### src/rtl/bus_dma_if.sv
// System-bus master port of the DMA engine: ownership handshake plus a
// simple byte-wide address/data/strobe channel.
interface bus_dma_if;
    logic        bus_req_o;
    logic        bus_gnt_i;
    logic [15:0] m_addr_o;
    logic        m_we_o;
    logic [7:0]  m_data_o;
    logic [7:0]  m_data_i;

    // DMA engine side
    modport master (
        output bus_req_o,
        output m_addr_o,
        output m_we_o,
        output m_data_o,
        input  bus_gnt_i,
        input  m_data_i
    );

    // Arbiter / memory side
    modport slave (
        input  bus_req_o,
        input  m_addr_o,
        input  m_we_o,
        input  m_data_o,
        output bus_gnt_i,
        output m_data_i
    );
endinterface

### src/rtl/bus_dma.sv
// Bus-master block copy / fill engine. The CPU programs source, destination,
// length and fill byte through an 8-entry register window, then writes ctrl
// with the start bit. The engine requests the bus, moves bytes one at a time,
// drops the request when finished and flags done (optionally as an interrupt).
module bus_dma #(
    parameter int RD_LATENCY = 1
) (
    input  logic        clk_i,
    input  logic        rst_n_i,
    input  logic        cs_i,
    input  logic        R_W_n,
    input  logic [2:0]  addr_i,
    input  logic [7:0]  data_i,
    output logic [7:0]  data_o,
    output logic        irq_o,
    bus_dma_if.master   m_bus
);

    localparam logic [2:0] S_IDLE = 3'd0;
    localparam logic [2:0] S_REQ  = 3'd1;
    localparam logic [2:0] S_RD   = 3'd2;
    localparam logic [2:0] S_WAIT = 3'd3;
    localparam logic [2:0] S_CAP  = 3'd4;
    localparam logic [2:0] S_WR   = 3'd5;
    localparam logic [2:0] S_DONE = 3'd6;

    // Extra WAIT cycles beyond the single RD cycle, counted down to zero.
    localparam int         WAIT_CYC  = (RD_LATENCY > 1) ? RD_LATENCY - 2 : 0;
    localparam logic [1:0] WAIT_INIT = WAIT_CYC[1:0];

    logic [2:0]  state_q, state_d;
    logic [15:0] src_q, src_d;
    logic [15:0] dst_q, dst_d;
    logic [15:0] len_q, len_d;
    logic [7:0]  fill_byte_q, fill_byte_d;
    logic        fill_mode_q, fill_mode_d;
    logic        irq_en_q, irq_en_d;
    logic        done_q, done_d;
    logic [7:0]  buf_q, buf_d;
    logic [1:0]  wcnt_q, wcnt_d;
    logic [15:0] addr_hold_q, addr_hold_d;
    logic [7:0]  wdata_hold_q, wdata_hold_d;

    logic        busy;
    logic        reg_wr;
    logic        gnt;
    logic [7:0]  wr_data;

    assign busy    = (state_q != S_IDLE);
    assign reg_wr  = cs_i & ~R_W_n;
    assign gnt     = m_bus.bus_gnt_i;
    assign wr_data = fill_mode_q ? fill_byte_q : buf_q;

    // Next-state logic: register writes while idle, transfer sequencing while busy.
    always_comb begin
        state_d      = state_q;
        src_d        = src_q;
        dst_d        = dst_q;
        len_d        = len_q;
        fill_byte_d  = fill_byte_q;
        fill_mode_d  = fill_mode_q;
        irq_en_d     = irq_en_q;
        done_d       = done_q;
        buf_d        = buf_q;
        wcnt_d       = wcnt_q;
        addr_hold_d  = addr_hold_q;
        wdata_hold_d = wdata_hold_q;

        unique case (state_q)
            S_IDLE: begin
                if (reg_wr) begin
                    unique case (addr_i)
                        3'd0: src_d[7:0]  = data_i;
                        3'd1: src_d[15:8] = data_i;
                        3'd2: dst_d[7:0]  = data_i;
                        3'd3: dst_d[15:8] = data_i;
                        3'd4: len_d[7:0]  = data_i;
                        3'd5: len_d[15:8] = data_i;
                        3'd6: begin
                            fill_mode_d = data_i[1];
                            irq_en_d    = data_i[2];
                            done_d      = 1'b0;
                            // A zero-length request completes without touching the bus.
                            if (data_i[0]) begin
                                state_d = (len_q == 16'd0) ? S_DONE : S_REQ;
                            end
                        end
                        3'd7: fill_byte_d = data_i;
                        default: ;
                    endcase
                end
            end
            S_REQ: begin
                if (gnt) begin
                    state_d = fill_mode_q ? S_WR : S_RD;
                end
            end
            S_RD: begin
                addr_hold_d = src_q;
                if (!gnt) begin
                    state_d = S_REQ;
                end else if (RD_LATENCY > 1) begin
                    wcnt_d  = WAIT_INIT;
                    state_d = S_WAIT;
                end else begin
                    state_d = S_CAP;
                end
            end
            S_WAIT: begin
                if (wcnt_q == 2'd0) begin
                    state_d = S_CAP;
                end else begin
                    wcnt_d = wcnt_q - 2'd1;
                end
            end
            S_CAP: begin
                buf_d   = m_bus.m_data_i;
                state_d = S_WR;
            end
            S_WR: begin
                addr_hold_d  = dst_q;
                wdata_hold_d = wr_data;
                // Lost grant: no strobe, counters stay put, byte is retried after regrant.
                if (!gnt) begin
                    state_d = S_REQ;
                end else begin
                    dst_d = dst_q + 16'd1;
                    len_d = len_q - 16'd1;
                    if (!fill_mode_q) begin
                        src_d = src_q + 16'd1;
                    end
                    if (len_q == 16'd1) begin
                        state_d = S_DONE;
                    end else begin
                        state_d = fill_mode_q ? S_WR : S_RD;
                    end
                end
            end
            S_DONE: begin
                done_d  = 1'b1;
                state_d = S_IDLE;
            end
            default: state_d = S_IDLE;
        endcase
    end

    // State and register update; reset aborts any transfer immediately.
    always_ff @(posedge clk_i or negedge rst_n_i) begin
        if (!rst_n_i) begin
            state_q      <= S_IDLE;
            src_q        <= 16'h0000;
            dst_q        <= 16'h0000;
            len_q        <= 16'h0000;
            fill_byte_q  <= 8'h00;
            fill_mode_q  <= 1'b0;
            irq_en_q     <= 1'b0;
            done_q       <= 1'b0;
            buf_q        <= 8'h00;
            wcnt_q       <= 2'd0;
            addr_hold_q  <= 16'h0000;
            wdata_hold_q <= 8'h00;
        end else begin
            state_q      <= state_d;
            src_q        <= src_d;
            dst_q        <= dst_d;
            len_q        <= len_d;
            fill_byte_q  <= fill_byte_d;
            fill_mode_q  <= fill_mode_d;
            irq_en_q     <= irq_en_d;
            done_q       <= done_d;
            buf_q        <= buf_d;
            wcnt_q       <= wcnt_d;
            addr_hold_q  <= addr_hold_d;
            wdata_hold_q <= wdata_hold_d;
        end
    end

    // Bus outputs: driven from live counters in RD/WR, otherwise hold the last value.
    always_comb begin
        m_bus.m_addr_o  = addr_hold_q;
        m_bus.m_data_o  = wdata_hold_q;
        m_bus.m_we_o    = 1'b0;
        m_bus.bus_req_o = (state_q == S_REQ) || (state_q == S_RD) || (state_q == S_WAIT) ||
                          (state_q == S_CAP) || (state_q == S_WR);
        if (state_q == S_RD) begin
            m_bus.m_addr_o = src_q;
        end else if (state_q == S_WR) begin
            m_bus.m_addr_o = dst_q;
            m_bus.m_data_o = wr_data;
            m_bus.m_we_o   = gnt;
        end
    end

    // Register read mux; src/dst/len expose live transfer progress.
    always_comb begin
        data_o = 8'h00;
        if (cs_i) begin
            unique case (addr_i)
                3'd0: data_o = src_q[7:0];
                3'd1: data_o = src_q[15:8];
                3'd2: data_o = dst_q[7:0];
                3'd3: data_o = dst_q[15:8];
                3'd4: data_o = len_q[7:0];
                3'd5: data_o = len_q[15:8];
                3'd6: data_o = {busy, done_q, 3'b000, irq_en_q, fill_mode_q, 1'b0};
                3'd7: data_o = fill_byte_q;
                default: data_o = 8'h00;
            endcase
        end
    end

    assign irq_o = done_q & irq_en_q;

endmodule

### src/flat_wrapper.sv
// flat-port wrapper written by rule: the top's interface ports become plain ports
module bus_dma_flat 
#(
    parameter int RD_LATENCY = 1
)
  (clk_i, rst_n_i, cs_i, R_W_n, addr_i, data_i, data_o, irq_o, m_bus_bus_req_o, m_bus_m_addr_o, m_bus_m_we_o, m_bus_m_data_o, m_bus_bus_gnt_i, m_bus_m_data_i);
  bus_dma_if m_bus_i ();
  input  logic clk_i;
  input  logic rst_n_i;
  input  logic cs_i;
  input  logic R_W_n;
  input  logic [2:0] addr_i;
  input  logic [7:0] data_i;
  output logic [7:0] data_o;
  output logic irq_o;
  output wire logic [$bits(m_bus_i.bus_req_o)-1:0] m_bus_bus_req_o;
  output wire logic [$bits(m_bus_i.m_addr_o)-1:0] m_bus_m_addr_o;
  output wire logic [$bits(m_bus_i.m_we_o)-1:0] m_bus_m_we_o;
  output wire logic [$bits(m_bus_i.m_data_o)-1:0] m_bus_m_data_o;
  input wire logic [$bits(m_bus_i.bus_gnt_i)-1:0] m_bus_bus_gnt_i;
  input wire logic [$bits(m_bus_i.m_data_i)-1:0] m_bus_m_data_i;
  assign m_bus_bus_req_o = m_bus_i.bus_req_o;
  assign m_bus_m_addr_o = m_bus_i.m_addr_o;
  assign m_bus_m_we_o = m_bus_i.m_we_o;
  assign m_bus_m_data_o = m_bus_i.m_data_o;
  assign m_bus_i.bus_gnt_i = m_bus_bus_gnt_i;
  assign m_bus_i.m_data_i = m_bus_m_data_i;
  bus_dma #(.RD_LATENCY(RD_LATENCY)) u_core (.clk_i(clk_i), .rst_n_i(rst_n_i), .cs_i(cs_i), .R_W_n(R_W_n), .addr_i(addr_i), .data_i(data_i), .data_o(data_o), .irq_o(irq_o), .m_bus(m_bus_i));
endmodule
### config.mk
export PLATFORM = sky130hd
export DESIGN_NAME = bus_dma_flat
export DESIGN_NICKNAME = d
export VERILOG_FILES = /design/src/rtl/bus_dma_if.sv /design/src/rtl/bus_dma.sv /design/src/flat_wrapper.sv
export SDC_FILE = /design/constraint.sdc
export NUM_CORES = 1
export LEC_CHECK = 0
export CORE_ASPECT_RATIO = 0.75
export CORE_MARGIN = 8
export CORE_UTILIZATION = 25
export DETAILED_ROUTE_END_ITERATION = 7
export DONT_BUFFER_PORTS = 1
export PLACE_DENSITY = 0.46
export SLEW_MARGIN = 10
export SYNTH_ARGS = -nofsm -noshare
export SYNTH_HDL_FRONTEND = slang
export SYNTH_SLANG_ARGS = --single-unit
### constraint.sdc
create_clock -name clk_i -period 2.6 [get_ports clk_i]
set_input_delay 0 -clock clk_i [delete_from_list [all_inputs] [get_ports clk_i]]
set_output_delay 0 -clock clk_i [all_outputs]
set_load 0.01 [all_outputs]
## Word-level counts from Yosys, hierarchy flattened

Cells that the tools add are included.

- Add/subtract/negate cells: 4
- Equal/unequal tests: 27
- Multiplexer cells: 40
- Bitwise operators: 4
- Reductions and logical operators: 23

Operator list:

| cell | count |
|---|---|
| 2-to-1 mux 16 bit | 9 |
| case mux 16 bit (2 select lines) | 4 |
| 2-to-1 mux 8 bit | 10 |
| case mux 8 bit (8 select lines) | 1 |
| adder 16 x 1 -> 16 bit, second input constant | 2 |
| 2-to-1 mux 3 bit | 10 |
| equality test 3 bit, second input constant | 7 |
| inequality test 2 x 1 -> 1 bit, second input constant | 9 |
| case mux 3 bit (6 select lines) | 1 |
| equality test 16 x 1 -> 1 bit, second input constant | 1 |
| logical NOT 16 bit | 1 |
| AND reduction 4 bit | 4 |
| subtractor 16 x 1 -> 16 bit, second input constant | 1 |
| AND reduction 5 bit | 3 |
| equality test 3 x 2 -> 1 bit, second input constant | 4 |
| AND reduction 3 bit | 3 |
| inequality test 2 bit, second input constant | 4 |
| equality test 3 x 1 -> 1 bit, second input constant | 2 |
| logical NOT 3 bit | 2 |
| nonzero test 2 bit | 3 |
| logical OR 1 bit | 4 |
| 2-to-1 mux 1 bit | 4 |
| nonzero test 3 bit | 1 |
| bitwise AND 1 bit | 2 |
| other kinds (5) | 6 |

- Bits in registers: 96
- Output and inout bits: 35
- Word-level logic and storage cells: 113

## Logic depth before layout (Yosys ltp)

- Depth after elaboration: 6
- Depth in mapped cells: 8
- Depth with buffers taken out: 7

## Least setup slack after synthesis

Ideal clock, no wire load.

- Kind: reg2reg
- Start: reg u_core.len_q[5]
- End: reg u_core.state_q[0]
- Library setup time: 0.127 ns
- Data arrival time: 2.118 ns
- Path slack: 0.355 ns
- Stages on the path, launching flop included: 7
- Path buffers: 1
- Period minus slack after synthesis: 2.245 ns
- Path through: dfrtp_1 > or4_1 > clkbuf_2 > or4_4 > or3_4 > a221oi_2 > a21oi_1

- Cells in the longest elaborated chain, start to end: 6

RTL lines:

| what | line | text |
|---|---|---|
| start: declaration | bus_dma.sv:34 | `logic [15:0] len_q, len_d;` |
| start signal: assignment | bus_dma.sv:166 | `len_q <= len_d;` |
| logical NOT 16 bit | bus_dma.sv:85 | `state_d = (len_q == 16'd0) ? S_DONE : S_REQ;` |
| 2-to-1 mux 3 bit | bus_dma.sv:85 |  |
| 2-to-1 mux 3 bit | bus_dma.sv:84 | `if (data_i[0]) begin` |
| 2-to-1 mux 3 bit | bus_dma.sv:72 | `unique case (addr_i)` |
| 2-to-1 mux 3 bit | bus_dma.sv:71 | `if (reg_wr) begin` |
| case mux 3 bit (6 select lines) * | bus_dma.sv:69 | `unique case (state_q)` |
| end signal: assignment | bus_dma.sv:163 | `state_q <= state_d;` |
| end: declaration | bus_dma.sv:31 | `logic [2:0] state_q, state_d;` |

Every way passes the cells marked *; elsewhere a longest branch is shown, timed or not. The select of a mux whose other input is x is not followed.
A chain may end at the register's enable or synchronous reset.

## Worst setup path after layout

Same ends and word-level chain as after synthesis.

==> metrics.md <==
| Metric | Value |
|---|---|
| Status | `complete, no violations` |
| R2r startpoint | `u_core.len_q[5]$_DFFE_PN0P_` |
| Lkg Pwr | `2.879 nW` |
| Total core area | `22820 µm²` |
| Depth of the worst hold-timing path | `3` |
| Initial drt markers | `about 520` |
| Top post-synthesis cells by count | `dfrtp_1, nand2_1, a21oi_1, nor2_1, o21ai_0` |
| Vias in the first global route | `4896` |
| Global route total overflow | `0` |
| Layout cells sized above 1 | `between 10% and 20%` |
| Buffers on Ports | `0` |
| Nets | `717` |
| ANT nets after route | `0` |
| Finish-stage setup viols | `0` |
| Worst Setup End Kind | `flip-flop` |
| Die ar. | `~28000 µm²` |
| PD cells | `around 950 nW/µm²` |
| IO Count | `59` |
| N_diodes | `0` |
| CP max FO | `5` |
| Distinct cells, synth | `64` |
| Post-synth ARST share | `between 90% and 100%` |
| Seq cells post-synth | `96` |
| Startpoint Class | `flip-flop` |
| Area leader, netlist | `dfrtp_1` |
| Worst Path Required | `between 2000 and 3000 ps` |
| Clk buf depth | `2` |
| Slew HR | `between 30% and 40%` |
| Worst Tran Pin Value | `~1000 ps` |
| CTS tree | `done` |
| Filler cells | `between 2000 and 2500` |
| VDD IR max | `approximately 0.32 mV` |
| Synth Cell Area | `approximately 5800 µm²` |
| Setup ws final | `326.4 ps` |
| Vias per cell | `approximately 5.4` |
| H-tree levels | `3` |
| DRC | `0` |
| Num Clock Sinks | `between 90 and 100` |
| Setup TNS | `0 ps` |
| PostCTS Resize Cnt | `0` |
| Max-cap viol count | `0` |
| Root Driver | `clkbuf_16` |
| Syn. warnings | `0` |
| Starting Density | `around 25%` |
| Period utilization | `87.45%` |
| Synth area leaders | `dfrtp_1, a21oi_1, nand2_1` |
| Area after DPL | `6225 µm²` |
| Max frequency | `around 440 MHz` |
| Largest net degree at the start of global routing | `slightly below 100` |
| Share of the synthesized area in the top cell type | `41.59%` |
| Fin area | `6743 µm²` |
| Synth Net Count | `703` |
| Total power draw | `between 6 and 7 mW` |
| DP Wirelength | `roughly 14 mm` |
| Post-Place Setup Slack | `approximately 350 ps` |
| Die X | `about 190 µm` |
| Wire per inst | `20.41 µm` |
| Final Skew | `7.295 ps` |
| Min Tclk post-route | `2274 ps` |
| TritonCTS buffer count | `9` |
| Die height | `between 100 and 150 µm` |
| Proportion of synthesized chip area in sequential cells | `about two fifths` |
| FF+latch area | `about 2400 µm²` |
| Placer congestion estimate | `between 0.8 and 0.9` |
| Worst EP arrival | `approximately 2500 ps` |
| Slew Limit Fails | `0` |
| Area of the multi-input gates | `about 3100 µm²` |
| Most common cell in the netlist | `dfrtp_1` |
| RSZ-0062 raised after global routing | `false` |
| Worst hold path class | `in2reg` |
| Main synth FF type | `dfrtp_1` |
| Number of synthesized flops with an enable pin | `0` |
| Syn Inst Count | `~670` |
| Hold Crit Start | `addr_i[2]` |
| GRT Total Usage | `between 10 and 15%` |
| Initial antenna violation count | `0` |
| Reg clk slew, reported paths | `about 70 ps` |
| First-pass GRT wire length | `between 30 and 40 mm` |
| Num rows | `48` |
| Cell count of the worst reg-to-reg path | `5` |
| TritonRoute pass-1 iters | `5` |
| WS Path Type | `reg2reg` |
| Syn_area_per_cell | `approximately 8.6 µm²` |
| Via count | `roughly 5300` |
| Area grow syn2layout | `16.72%` |
| Clk_lat worst skew | `roughly 370 ps` |
| Hold Fails Final Rpt | `0` |
| CP Launch Point | `u_core.len_q[5]$_DFFE_PN0P_` |
| Post-Route WL | `roughly 20 mm` |
## stage by stage
step | util (%) | hold WS (ps) | cells
2_1_floorplan | - | -295.6 | 673
6_report | 29.54 | 26.06 | 992
3_5_place_dp | 27.28 | -283.8 | 956
3_3_place_gp | 27.28 | -284.7 | 956
5_1_grt | 29.54 | 21.66 | 992
4_1_cts | 29.54 | 14.90 | 992
## repair_timing
action / in CTS / in global routing
buffers inserted: 0 / 0
endpoints found under the hold margin: 133 / 0
hold buffers: 20 / 0
## routing by layer
layer / up-vias / GRT usage, % / wire length (µm)
li1: 2517 / - / -
met1: 2615 / 20.65 / 9769
met2: 153 / 20.82 / 8956
met3: 23 / 3.013 / 1137
met4: 0 / 4.339 / 386
met5: - / 0 / 0
## where the power goes
part | switching (mW) | leakage (nW) | internal [mW]
clock network | 0.652 | 0.146 | 0.739
logic | 1.22 | 1.55 | 0.916
registers | 0.777 | 1.19 | 2.12
## worst max-delay path: stages, from the launching register on
cell and delay, ps:
dfrtp_1 430, or4_1 550, or4_4 450, or3_4 410, a221oi_2 250, a21oi_1 70
## final timing paths
path                                                      end  slack, ps
max                             u_core.state_q[0]$_DFFE_PN0P_        330
min                               u_core.irq_en_q$_DFFE_PN0P_         30
max reg2reg                     u_core.state_q[0]$_DFFE_PN0P_        330
min reg2reg                u_core.addr_hold_q[11]$_DFFE_PN0P_        460
max in group asynchronous        u_core.wcnt_q[0]$_DFFE_PN0P_       1960
min in group asynchronous   u_core.addr_hold_q[1]$_DFFE_PN0P_        230
## flip-flops by register name, indices dropped and copies added (netlist names)
| signal | flops |
|---|---|
| u_core.done_q | 1 |
| u_core.fill_mode_q | 1 |
| u_core.addr_hold_q | 16 |
| u_core.len_q | 16 |
| u_core.fill_byte_q | 8 |
| u_core.wdata_hold_q | 8 |
| u_core.irq_en_q | 1 |
| u_core.state_q | 3 |
| u_core.dst_q | 16 |
| u_core.buf_q | 8 |
| u_core.wcnt_q | 2 |
| u_core.src_q | 16 |
## cells in the final DEF, fill, tap and decap left out, drive strengths merged, types with 10 or more instances in the layout
cell          n
o21ai        35
a22oi        15
dfrtp        96
nand3        26
o22a         24
a31oi        15
inv          23
dlygate4sd3  19
buf          30
mux2         20
nand2        83
a21oi        81
nor2         66
a41oi        10
clkbuf       12
mux2i        14
## final cells by class
cell class	count	area share, %
Multi-Input combinational cell	510	46.35
Sequential cell	96	35.63
Timing Repair Buffer	49	6.829
Tap cell	300	5.567
Clock buffer	12	3.952
Inverter	21	1.169
Clock inverter	4	0.5010
## cell families after synthesis
kind of cell,after synthesis,share of synthesized area (%)
flip-flops,96,41.59
XOR/XNOR,1,0.1516
buffers and inverters,67,4.462
AND/OR/NAND/NOR,234,18.82
adder cells (fa/ha/maj),6,1.300
AO/OA/AOI/OAI,233,26.58
multiplexers,36,7.104
No activity file was read; power rests on OpenSTA's default activity.
